## src/rtl/div_unit.sv

```systemverilog
// div_unit: multi-cycle radix-2 restoring divider for the EX stage (DIV/DIVU).
// One quotient bit per cycle on operand magnitudes, then a sign fix-up.
// Ports:
//   clk, rst        rising-edge clock, synchronous active-high reset
//   start_i         request/hold a division until the result is consumed
//   annul_i         cancel an in-flight division
//   signed_div_i    1 = signed DIV, 0 = DIVU
//   opdata1_i/2_i   dividend / divisor (sampled only on the start edge)
//   result_o        {remainder, quotient}, registered
//   ready_o         result_o valid, registered
module div_unit (
    input  logic        clk,
    input  logic        rst,
    input  logic        start_i,
    input  logic        annul_i,
    input  logic        signed_div_i,
    input  logic [31:0] opdata1_i,
    input  logic [31:0] opdata2_i,
    output logic [63:0] result_o,
    output logic        ready_o
);

    typedef enum logic [1:0] {ST_FREE, ST_BYZERO, ST_ON, ST_END} state_t;

    state_t      state, state_next;
    logic [5:0]  cnt;
    logic [32:0] rem;      // partial remainder
    logic [31:0] quo;      // dividend shifting out / quotient shifting in
    logic [31:0] dvsr;     // divisor magnitude
    logic        sgn, neg_a, neg_b;

    logic [31:0] mag_a, mag_b;
    logic [32:0] rem_sh;
    logic        take, abort, go;

    always_comb begin
        mag_a  = (signed_div_i && opdata1_i[31]) ? -opdata1_i : opdata1_i;
        mag_b  = (signed_div_i && opdata2_i[31]) ? -opdata2_i : opdata2_i;
        rem_sh = {rem[31:0], quo[31]};
        // rem < dvsr always holds, so the shifted value minus dvsr fits in 32 bits
        take   = (rem_sh >= {1'b0, dvsr});
        abort  = annul_i || !start_i;
        go     = start_i && !annul_i;
    end

    always_ff @(posedge clk) begin
        if (rst) state <= ST_FREE;
        else     state <= state_next;
    end

    always_comb begin
        state_next = state;
        case (state)
            ST_FREE:   if (go) state_next = (opdata2_i == 32'd0) ? ST_BYZERO : ST_ON;
            ST_BYZERO: state_next = abort ? ST_FREE : ST_END;
            ST_ON: begin
                if (abort)             state_next = ST_FREE;
                else if (cnt == 6'd32) state_next = ST_END;
            end
            ST_END:    if (!start_i) state_next = ST_FREE;
            default:   state_next = ST_FREE;
        endcase
    end

    always_ff @(posedge clk) begin
        if (rst) begin
            cnt      <= '0;
            rem      <= '0;
            quo      <= '0;
            dvsr     <= '0;
            sgn      <= 1'b0;
            neg_a    <= 1'b0;
            neg_b    <= 1'b0;
            result_o <= '0;
            ready_o  <= 1'b0;
        end else begin
            case (state)
                ST_FREE: begin
                    result_o <= '0;
                    ready_o  <= 1'b0;
                    if (go) begin
                        sgn   <= signed_div_i;
                        neg_a <= signed_div_i && opdata1_i[31];
                        neg_b <= signed_div_i && opdata2_i[31];
                        dvsr  <= mag_b;
                        cnt   <= '0;
                        rem   <= '0;
                        quo   <= mag_a;
                    end
                end
                ST_BYZERO: begin
                    if (!abort) begin
                        rem <= '0;
                        quo <= '0;
                    end
                end
                ST_ON: begin
                    if (!abort) begin
                        if (cnt != 6'd32) begin
                            rem <= take ? (rem_sh - {1'b0, dvsr}) : rem_sh;
                            quo <= {quo[30:0], take};
                            cnt <= cnt + 6'd1;
                        end else begin
                            // sign fix-up; negation wraps mod 2^32
                            quo <= (sgn && (neg_a ^ neg_b)) ? -quo : quo;
                            rem <= {1'b0, (sgn && neg_a) ? -rem[31:0] : rem[31:0]};
                        end
                    end
                end
                ST_END: begin
                    if (start_i) begin
                        result_o <= {rem[31:0], quo};
                        ready_o  <= 1'b1;
                    end else begin
                        result_o <= '0;
                        ready_o  <= 1'b0;
                    end
                end
                default: begin
                    result_o <= '0;
                    ready_o  <= 1'b0;
                end
            endcase
        end
    end

endmodule

```

## config.mk

```make
export PLATFORM = sky130hd
export DESIGN_NAME = div_unit
export DESIGN_NICKNAME = d
export VERILOG_FILES = /design/src/rtl/div_unit.sv
export SDC_FILE = /design/constraint.sdc
export NUM_CORES = 1
export LEC_CHECK = 0
export ABC_CLOCK_PERIOD_IN_PS = 6600
export CAP_MARGIN = 20
export CORE_ASPECT_RATIO = 2
export CORE_MARGIN = 3
export CORE_UTILIZATION = 45
export DETAILED_ROUTE_END_ITERATION = 7
export GPL_TIMING_DRIVEN = 0
export PLACE_DENSITY = 0.71
export SLEW_MARGIN = 0
export SYNTH_ARGS = -nofsm -noshare
export SYNTH_HDL_FRONTEND = slang
export SYNTH_SLANG_ARGS = --single-unit
```

## constraint.sdc

```tcl
create_clock -name clk -period 6.6 [get_ports clk]
set_clock_uncertainty 0.05 [all_clocks]
set_input_delay 1.65 -clock clk [delete_from_list [all_inputs] [get_ports clk]]
set_output_delay 1.65 -clock clk [all_outputs]
set_load 0.05 [all_outputs]
```

# Word-level counts from Yosys, hierarchy flattened
# Index checks and enable logic that the tools add are counted.
[totals] regBits=172 in_bits=69 elab_cells=79
[classes] addsub=6 n_lt_le_gt_ge=1 n_eq_ne=13 muxes=30 n_bitwise=1 n_reduce_logical=18
[ops] operator="32-bit 2-to-1 mux" n=13
[ops] operator="32-bit case mux with 3 select lines" n=2
[ops] operator="32-bit negator" n=4
[ops] operator="64-bit case mux with 2 select lines" n=1
[ops] operator="64-bit 2-to-1 mux" n=1
[ops] operator="33-bit by 32-bit greater-or-equal comparator with 1-bit output" n=1
[ops] operator="32-bit logical NOT" n=1
[ops] operator="32-bit subtractor" n=1
[ops] operator="6-bit 2-to-1 mux" n=3
[ops] operator="2-bit 2-to-1 mux" n=6
[ops] operator="6-bit case mux with 2 select lines" n=1
[ops] operator="2-bit inequality test (second input constant)" n=5
[ops] operator="5-bit AND reduction" n=2
[ops] operator="3-bit inequality test (second input constant)" n=3
[ops] operator="2-bit case mux with 4 select lines" n=1
[ops] operator="6-bit by 1-bit adder with 6-bit output (second input constant)" n=1
[ops] operator="6-bit equality test (second input constant)" n=1
[ops] operator="6-bit inequality test (second input constant)" n=1
[ops] operator="1-bit logical AND" n=5
[ops] operator="2-bit equality test (second input constant)" n=2
[ops] operator="4-bit AND reduction" n=1
[ops] operator="2-bit nonzero test" n=2
[ops] operator="3-bit AND reduction" n=1
[ops] operator="3-bit nonzero test" n=1
[ops] operator="other kinds (8)" n=9

# Logic depth before layout (Yosys ltp)
# Gate-level depths: netlist of the first run.
[depth] depth_word=6 mapped_depth=14 depth_no_buf=13

# Worst setup path before layout of the first run
# OpenSTA, ideal clock, no wires.
[synth_path] kind="input-to-reg" startpoint="input port opdata2_i[4]" endpoint="register dvsr[30]" t_arrival_ns=3.667 required_ns=6.464 path_slack_ns=2.797 cell_stages=9 cell_sequence="or4_4 -> or4_4 -> nor2_4 -> nand3b_4 -> nor3_4 -> nand2_1 -> o41ai_2 -> xor2_1 -> a211oi_1"
[synth_between] elab_chain_len=2
[synth_lines] item="from (decl)" line_no="18" rtl="input logic [31:0] opdata2_i,"
[synth_lines] item="32-bit negator" line_no="38" rtl="mag_b = (signed_div_i && opdata2_i[31]) ? -opdata2_i : opdata2_i;"
[synth_lines] item="32-bit 2-to-1 mux" line_no="38"
[synth_lines] item="to (signal assigned)" line_no="85" rtl="dvsr <= mag_b;"
[synth_lines] item="to (decl)" line_no="29" rtl="logic [31:0] dvsr;"
# Every way passes these cells.
# A chain may end at the register's enable or synchronous reset.

# Worst setup path after layout of the first run
[layout_path] startpoint="input port start_i" endpoint="register rem[6]"
[layout_between] elab_chain_len=4 word_cells_on_any_way=7 classes_between="eq/ne (3); reduce/logical (4)"
[layout_lines] item="from (decl)" line_no="14" rtl="input logic start_i,"
[layout_lines] item="1-bit logical NOT"
[layout_lines] item="1-bit logical OR" line_no="42" rtl="abort = annul_i || !start_i;"
[layout_lines] item="2-bit inequality test (no source line)"
[layout_lines] item="5-bit AND reduction (no source line) (*)"
[layout_lines] item="to (signal assigned)" line_no="100" rtl="rem <= take ? (rem_sh - {1'b0, dvsr}) : rem_sh;"
[layout_lines] item="to (signal assigned)" line_no="106" rtl="rem <= {1'b0, (sgn && neg_a) ? -rem[31:0] : rem[31:0]};"
[layout_lines] item="to (decl)" line_no="27" rtl="logic [32:0] rem;"
# Mark *: on every way between the ends. The rest lies on a longest branch, timed or not.

==> results of run 1 <==
[layer usage]
metal  track usage  vias to the layer above  wire [µm]  part of all wire
met3       0.05201                      220       2252             0.055
met2        0.5551                      539      21680              0.52
met1        0.2617                     5627      13370              0.32
li1              -                     5809          -                 -
met4        0.2532                        0       3993             0.097
met5             0                        -          0                 0
[path summary, 6_finish.rpt]
| check | from | endpoint | slack [ns] | depth (start not counted) |
|---|---|---|---|---|
| max | start_i | rem[6] | 1.64 | 12 |
| max reg2reg | rem[22] | rem[5] | 1.92 | 11 |
| min reg2reg | dvsr[31] | dvsr[31] | 0.42 | 2 |
| min | dvsr[31] | dvsr[31] | 0.42 | 2 |
[flip-flops by register name, indices dropped and copies added, names as in the netlist]
name      count
ready_o       1
sgn           1
neg_a         1
rem          32
cnt           6
neg_b         1
quo          32
result_o     64
dvsr         32
state         2
[where the power goes]
group	leakage (nW)	total, mW	switching [mW]	internal [mW]
Clock	0.277	1.02	0.440	0.577
Combinational	3.34	0.686	0.427	0.259
Sequential	1.40	1.12	0.0431	1.08
Total	5.02	2.83	0.910	1.92
[layout make-up]
cell class                 count  share of cell area
buffer                       102             0.03016
clock buffer                  22             0.03380
clock inverter                10            0.008383
inverter                      61             0.01667
multi-input combinational   1180              0.5330
sequential                   172              0.2508
tap                          332             0.03025
timing repair buffer         133             0.09695
[worst register-to-register path, stage by stage, from the launching register on]
cell	delay, ns
dfxtp_1	0.57
ha_1	0.33
nand4_1	0.17
nor4_1	0.72
nand2_1	0.13
a211oi_1	0.69
nor4_2	0.20
nor2_1	0.49
buf_2	0.44
nand2_1	0.38
o221ai_1	0.29
o21ai_0	0.10
[cell families after synthesis]
group / after synthesis
AND/OR/NAND/NOR: 538
XOR/XNOR: 95
adder cells (fa/ha/maj): 43
flip-flops: 172
multiplexers: 23
buffers and inverters: 163
AO/OA/AOI/OAI: 481
[layout by cell type (no fill, tap or decap), types with 9 or more instances in the layout]
cell type | Yosys | layout
nand2_1 | 131 | 131
clkbuf_1 | 75 | 78
a21o_1 | 27 | 27
nand3_1 | 24 | 24
ha_1 | 42 | 42
a21oi_1 | 105 | 105
clkdlybuf4s50_1 | 0 | 133
a31oi_1 | 13 | 13
nor4_1 | 10 | 10
buf_1 | 13 | 13
a211oi_1 | 33 | 33
o221ai_1 | 21 | 21
nor3_1 | 48 | 48
clkbuf_16 | 0 | 17
o21ai_0 | 105 | 105
o22ai_1 | 14 | 14
mux2i_1 | 22 | 22
or3_1 | 20 | 20
xor2_1 | 45 | 45
nor2_1 | 212 | 212
nor2b_1 | 10 | 10
nand2b_1 | 9 | 9
dfxtp_1 | 172 | 172
xnor2_1 | 50 | 50
nand4_1 | 14 | 14
o211ai_1 | 10 | 10
inv_1 | 61 | 61
a22oi_1 | 87 | 87
o31ai_1 | 11 | 11
==> flow_metrics.env, run 1 <==
export IMPL_p_leak_nw=5.019
export IMPL_regArea_um2=3443
export IMPL_seq_area_frac_synth=0.3019
export IMPL_cp_end_kind="register"
export IMPL_drtAntennaViolNets=0
export IMPL_synth_largest_area_cell="dfxtp_1"
export IMPL_synth_top_area_share=0.3019
export IMPL_root_buffer="clkbuf_16"
export IMPL_drv_slew=0
export IMPL_coreArea_um2=24730
export IMPL_post_synth_and_or_nand_nor_area_fraction=0.2252
export IMPL_rows=81
export IMPL_layout_setup_ws_ns=1.637
export IMPL_cts_hold_fix_buffers=0
export IMPL_final_util=0.5553
export IMPL_synth_avg_cell_area_um2=7.529
export IMPL_gr_total_overflow=0
export IMPL_synth_edf_count=0
export IMPL_finalSetupViolations=0
export IMPL_die_area_um2=27410
export IMPL_fin_nets=1779
export IMPL_clock_sinks=172
export IMPL_synth_xor_area_frac=0.07295
export IMPL_synth_ff_type="dfxtp_1"
export IMPL_crit_fanout=10
export IMPL_cp_arrival_ns=5.26
export IMPL_dp_slack_ns=1.331
export IMPL_grt_max_degree=17
export IMPL_routabilityCongestion=1.008
export IMPL_synthCells=1515
export IMPL_maxSlewHeadroom=0.3004
export IMPL_powerDensity_nw_per_um2=205.8
export IMPL_clk_pin_slew_ns=0.07
export IMPL_ys_async_sr_fraction=0
export IMPL_drc_errors=0
export IMPL_clk_latency_ns=0.45
export IMPL_fmax_ghz=0.2015
export IMPL_tightest_slew_ns=1.047
export IMPL_outcome="finished clean"
export IMPL_cp_slowest_stage_delay_ns=0.55
export IMPL_total_power_mw=2.826
export IMPL_viasPerCell=6.061
export IMPL_clock_path_buffers=2
export IMPL_first_iter_violations=1003
export IMPL_synth_area_leaders="dfxtp_1 30%, nor2_1 7.0%, a22oi_1 5.7%, a21oi_1 4.6%, ha_1 4.6%"
export IMPL_yosysUniqueCellTypes=77
export IMPL_ys_ff_latch=172
export IMPL_cts_tree="done"
export IMPL_stdcell_area_um2=13730
export IMPL_num_io_pins=134
export IMPL_numPortBuffers=133
export IMPL_initial_core_util=0.4612
export IMPL_antenna_found_initial=0
export IMPL_setup_tns_ns=0
export IMPL_cpMaxStageDelayCell="nor2_1"
export IMPL_numCtsBuffers=17
export IMPL_finalCriticalPeriod_ns=4.963
export IMPL_ir_drop_mv=0.1915
export IMPL_drt_wirelength_per_cell_um=20.53
export IMPL_cap_violations=0
export IMPL_yosys_area_share_adder=0.04783
export IMPL_fillers=2445
export IMPL_htree_levels=4
export IMPL_dp_hpwl_um=32800
export IMPL_synth_top_family_by_area="compound AO/OA/AOI/OAI gates"
export IMPL_final_hold_viol_count=0
export IMPL_yosysWarnings=0
export IMPL_n_antenna_cell=0
export IMPL_cts_setup_buffers=0
export IMPL_synth_area_um2=11410
export IMPL_critPathKind="in -> reg"
export IMPL_cp_common_cell="clkbuf_1"
export IMPL_critPathBufInv=4
export IMPL_grtUsageTotal=0.2935
export IMPL_yosys_top_cells_count="212 x nor2_1, 172 x dfxtp_1, 131 x nand2_1, 105 x a21oi_1, 105 x o21ai_0"
export IMPL_rsz0062_at_grt="false"
export IMPL_crit_family="buffers and inverters"
export IMPL_synthMuxAreaShare=0.02029
export IMPL_drive_above_1_share=0.04048
export IMPL_hold_path_class="reg -> reg"
export IMPL_grt_pass1_vias=12100
export IMPL_synth_nets=1627
export IMPL_synth_most_common_cell="nor2_1"
export IMPL_cts_resized=0
export IMPL_crit_path_cell_trace="clkdlybuf4s50_1 -> nor2b_1 -> clkbuf_1 -> o21bai_1 -> a21oi_1 -> and2_1 -> clkbuf_1 -> nand2b_1 -> nor2_1 -> clkbuf_1 -> a32oi_1 -> o21ai_0"
export IMPL_dpl_instance_area_um2=13150
export IMPL_holdWs_ns=0.4206
export IMPL_vias=12200
export IMPL_dp_cells=1980
export IMPL_required_ns=6.89
export IMPL_dr_pass1_iters=6
export IMPL_final_cells=2012
export IMPL_grt_pass1_wl_um=63090
export IMPL_fp_dieH_um=231.2
export IMPL_multi_input_area_um2=7320
export IMPL_area_growth_pct=20.39
export IMPL_wl_um=41300
export IMPL_die_w_um=118.6
export IMPL_synth_compound_area_frac=0.2754
export IMPL_critPathLaunchType="input pin"
export IMPL_min_period_over_period=0.7519
Power figures use the tool's default switching activity.
==> run 2, diff against run 1 <==
Settings changed: ABC_CLOCK_PERIOD_IN_PS 6600 to 4550, PLACE_DENSITY 0.71 to 0.74.
Clock period 6.6 ns to 4.55 ns, I/O delays scaled along.
==> run 2 against run 1 <==
Net effect:
- sequential share of layout area down 0.10 points
- largest power group unchanged
- setup slack worse by 1.5 ns
- highest routed layer unchanged
- critical path depth unchanged
- cell count down 0.15%
- die area unchanged
==> flow_metrics.env, run 2 (synthesized netlist as in run 1, its figures left out) <==
export IMPL_outcome="finished clean"
export IMPL_rows=81
export IMPL_grtUsageTotal=0.2951
export IMPL_maxSlewHeadroom=0.2854
export IMPL_holdWs_ns=0.4196
export IMPL_clock_sinks=172
export IMPL_first_iter_violations=1210
export IMPL_critPathKind="in -> reg"
export IMPL_dp_cells=1980
export IMPL_min_period_over_period=0.9597
export IMPL_worstHoldStart="dvsr[31]"
export IMPL_initial_core_util=0.4612
export IMPL_dp_hpwl_um=33220
export IMPL_finalSetupViolations=0
export IMPL_finalCriticalPeriod_ns=4.367
export IMPL_reg2reg_to="rem[5]"
export IMPL_drt_wirelength_per_cell_um=20.62
export IMPL_drive_above_1_share=0.04114
export IMPL_viasPerCell=6.043
export IMPL_numPortBuffers=133
export IMPL_powerDensity_nw_per_um2=306.4
export IMPL_crit_path_cell_trace="clkdlybuf4s50_1 -> nor2b_1 -> clkbuf_1 -> o21bai_1 -> a21oi_1 -> and2_1 -> clkbuf_1 -> nand2b_1 -> nor2_1 -> clkbuf_2 -> a32oi_1 -> o21ai_0"
export IMPL_vias=12140
export IMPL_die_w_um=118.6
export IMPL_mostFrequentLayoutCell="nor2_1"
export IMPL_n_antenna_cell=0
export IMPL_hold_depth=2
export IMPL_drv_slew=0
export IMPL_cp_common_cell="clkbuf_1"
export IMPL_grt_pass1_wl_um=63340
export IMPL_tightest_slew_ns=1.057
export IMPL_largest_reg_flops=64
export IMPL_die_area_um2=27410
export IMPL_final_hold_viol_count=0
export IMPL_clk_latency_ns=0.45
export IMPL_r2r_cells=11
export IMPL_required_ns=4.85
export IMPL_critPathLaunchType="input pin"
export IMPL_num_io_pins=134
export IMPL_r2r_slack_ns=0.22
export IMPL_fillers=2455
export IMPL_wl_um=41430
export IMPL_fp_dieH_um=231.2
export IMPL_fin_nets=1779
export IMPL_hold_path_class="reg -> reg"
export IMPL_fmax_ghz=0.2290
export IMPL_crit_fanout=10
export IMPL_antenna_found_initial=0
export IMPL_dr_pass1_iters=7
export IMPL_cp_end_kind="register"
export IMPL_numCtsBuffers=17
export IMPL_drtAntennaViolNets=0
export IMPL_drc_errors=0
export IMPL_cp_arrival_ns=4.67
export IMPL_top_register="result_o"
export IMPL_gr_total_overflow=0
export IMPL_ir_drop_mv=0.2721
export IMPL_htree_levels=4
export IMPL_r2r_start="rem[22]"
export IMPL_cts_hold_fix_buffers=0
export IMPL_setup_tns_ns=0
export IMPL_clk_pin_slew_ns=0.06
export IMPL_layout_common_cells="212 x nor2_1, 172 x dfxtp_1, 133 x clkdlybuf4s50_1"
export IMPL_holdPathEnd="dvsr[31]"
export IMPL_dpl_instance_area_um2=13150
export IMPL_final_cells=2009
export IMPL_cp_slowest_stage_delay_ns=0.57
export IMPL_layout_setup_ws_ns=0.1831
export IMPL_routabilityCongestion=0.9653
export IMPL_cts_tree="done"
export IMPL_clock_path_buffers=2
export IMPL_grt_pass1_vias=11940
export IMPL_root_buffer="clkbuf_16"
export IMPL_stdcell_area_um2=13790
export IMPL_cap_violations=0
export IMPL_area_growth_pct=20.90
export IMPL_cpMaxStageDelayCell="clkdlybuf4s50_1"
export IMPL_rsz0062_at_grt="false"
export IMPL_dp_slack_ns=-0.4013
export IMPL_crit_start="start_i"
export IMPL_p_leak_nw=5.057
export IMPL_grt_max_degree=17
export IMPL_coreArea_um2=24730
==> run 2: layout make-up <==
| type | instances | area (µm²) | share of cell area |
|---|---|---|---|
| plain buffers | 102 | 415.4 | 0.03012 |
| clock buffers | 23 | 498.0 | 0.03611 |
| clock inverters | 6 | 133.9 | 0.009709 |
| inverters | 61 | 229.0 | 0.01660 |
| multi-input cells | 1180 | 7323 | 0.5311 |
| flip-flops and latches | 172 | 3443 | 0.2497 |
| well taps | 332 | 415.4 | 0.03012 |
| repair buffers | 133 | 1331 | 0.09654 |
==> run 2: how the worst max path moves through the flow <==
stage,to,slack [ns]
2_1_floorplan,dvsr[30],1.26
3_3_place_gp,rem[6],-0.33
3_5_place_dp,rem[6],-0.40
4_1_cts,rem[6],0.06
5_1_grt,rem[7],0.06
6_report,rem[6],0.18
==> run 2: power breakdown <==
| group | switching (mW) | leakage (nW) | internal [mW] |
|---|---|---|---|
| clock network | 0.615 | 0.311 | 0.984 |
| logic | 0.622 | 3.35 | 0.375 |
| registers | 0.0626 | 1.40 | 1.57 |
==> run 2: worst max-delay path: cells and delay by family <==
kind / cells / cell delay [ns]
compound gates: 4 / 0.65
buf+inv: 4 / 1.71
simple gates: 4 / 1.16
==> run 2: metrics by stage <==
stage / utilization / power [mW]
CTS: 0.5574 / 4.211
detailed placement: 0.5319 / 2.639
finish: 0.5576 / 4.225
global placement: 0.5319 / 2.622
global route: 0.5576 / 4.387
floorplan: - / 2.308
==> run 2: timing repair <==
item / CTS / global route
endpoints found under the setup margin: 0 / 11
setup buffers: 0 / 0
gates resized for setup: 0 / 3
==> run 2: layer usage <==
metal | vias up | part of all wire | track usage
li1 | 5796 | - | -
met1 | 5598 | 0.33 | 0.2636
met2 | 548 | 0.53 | 0.5642
met3 | 198 | 0.044 | 0.04420
met4 | 0 | 0.096 | 0.2532
met5 | - | 0 | 0
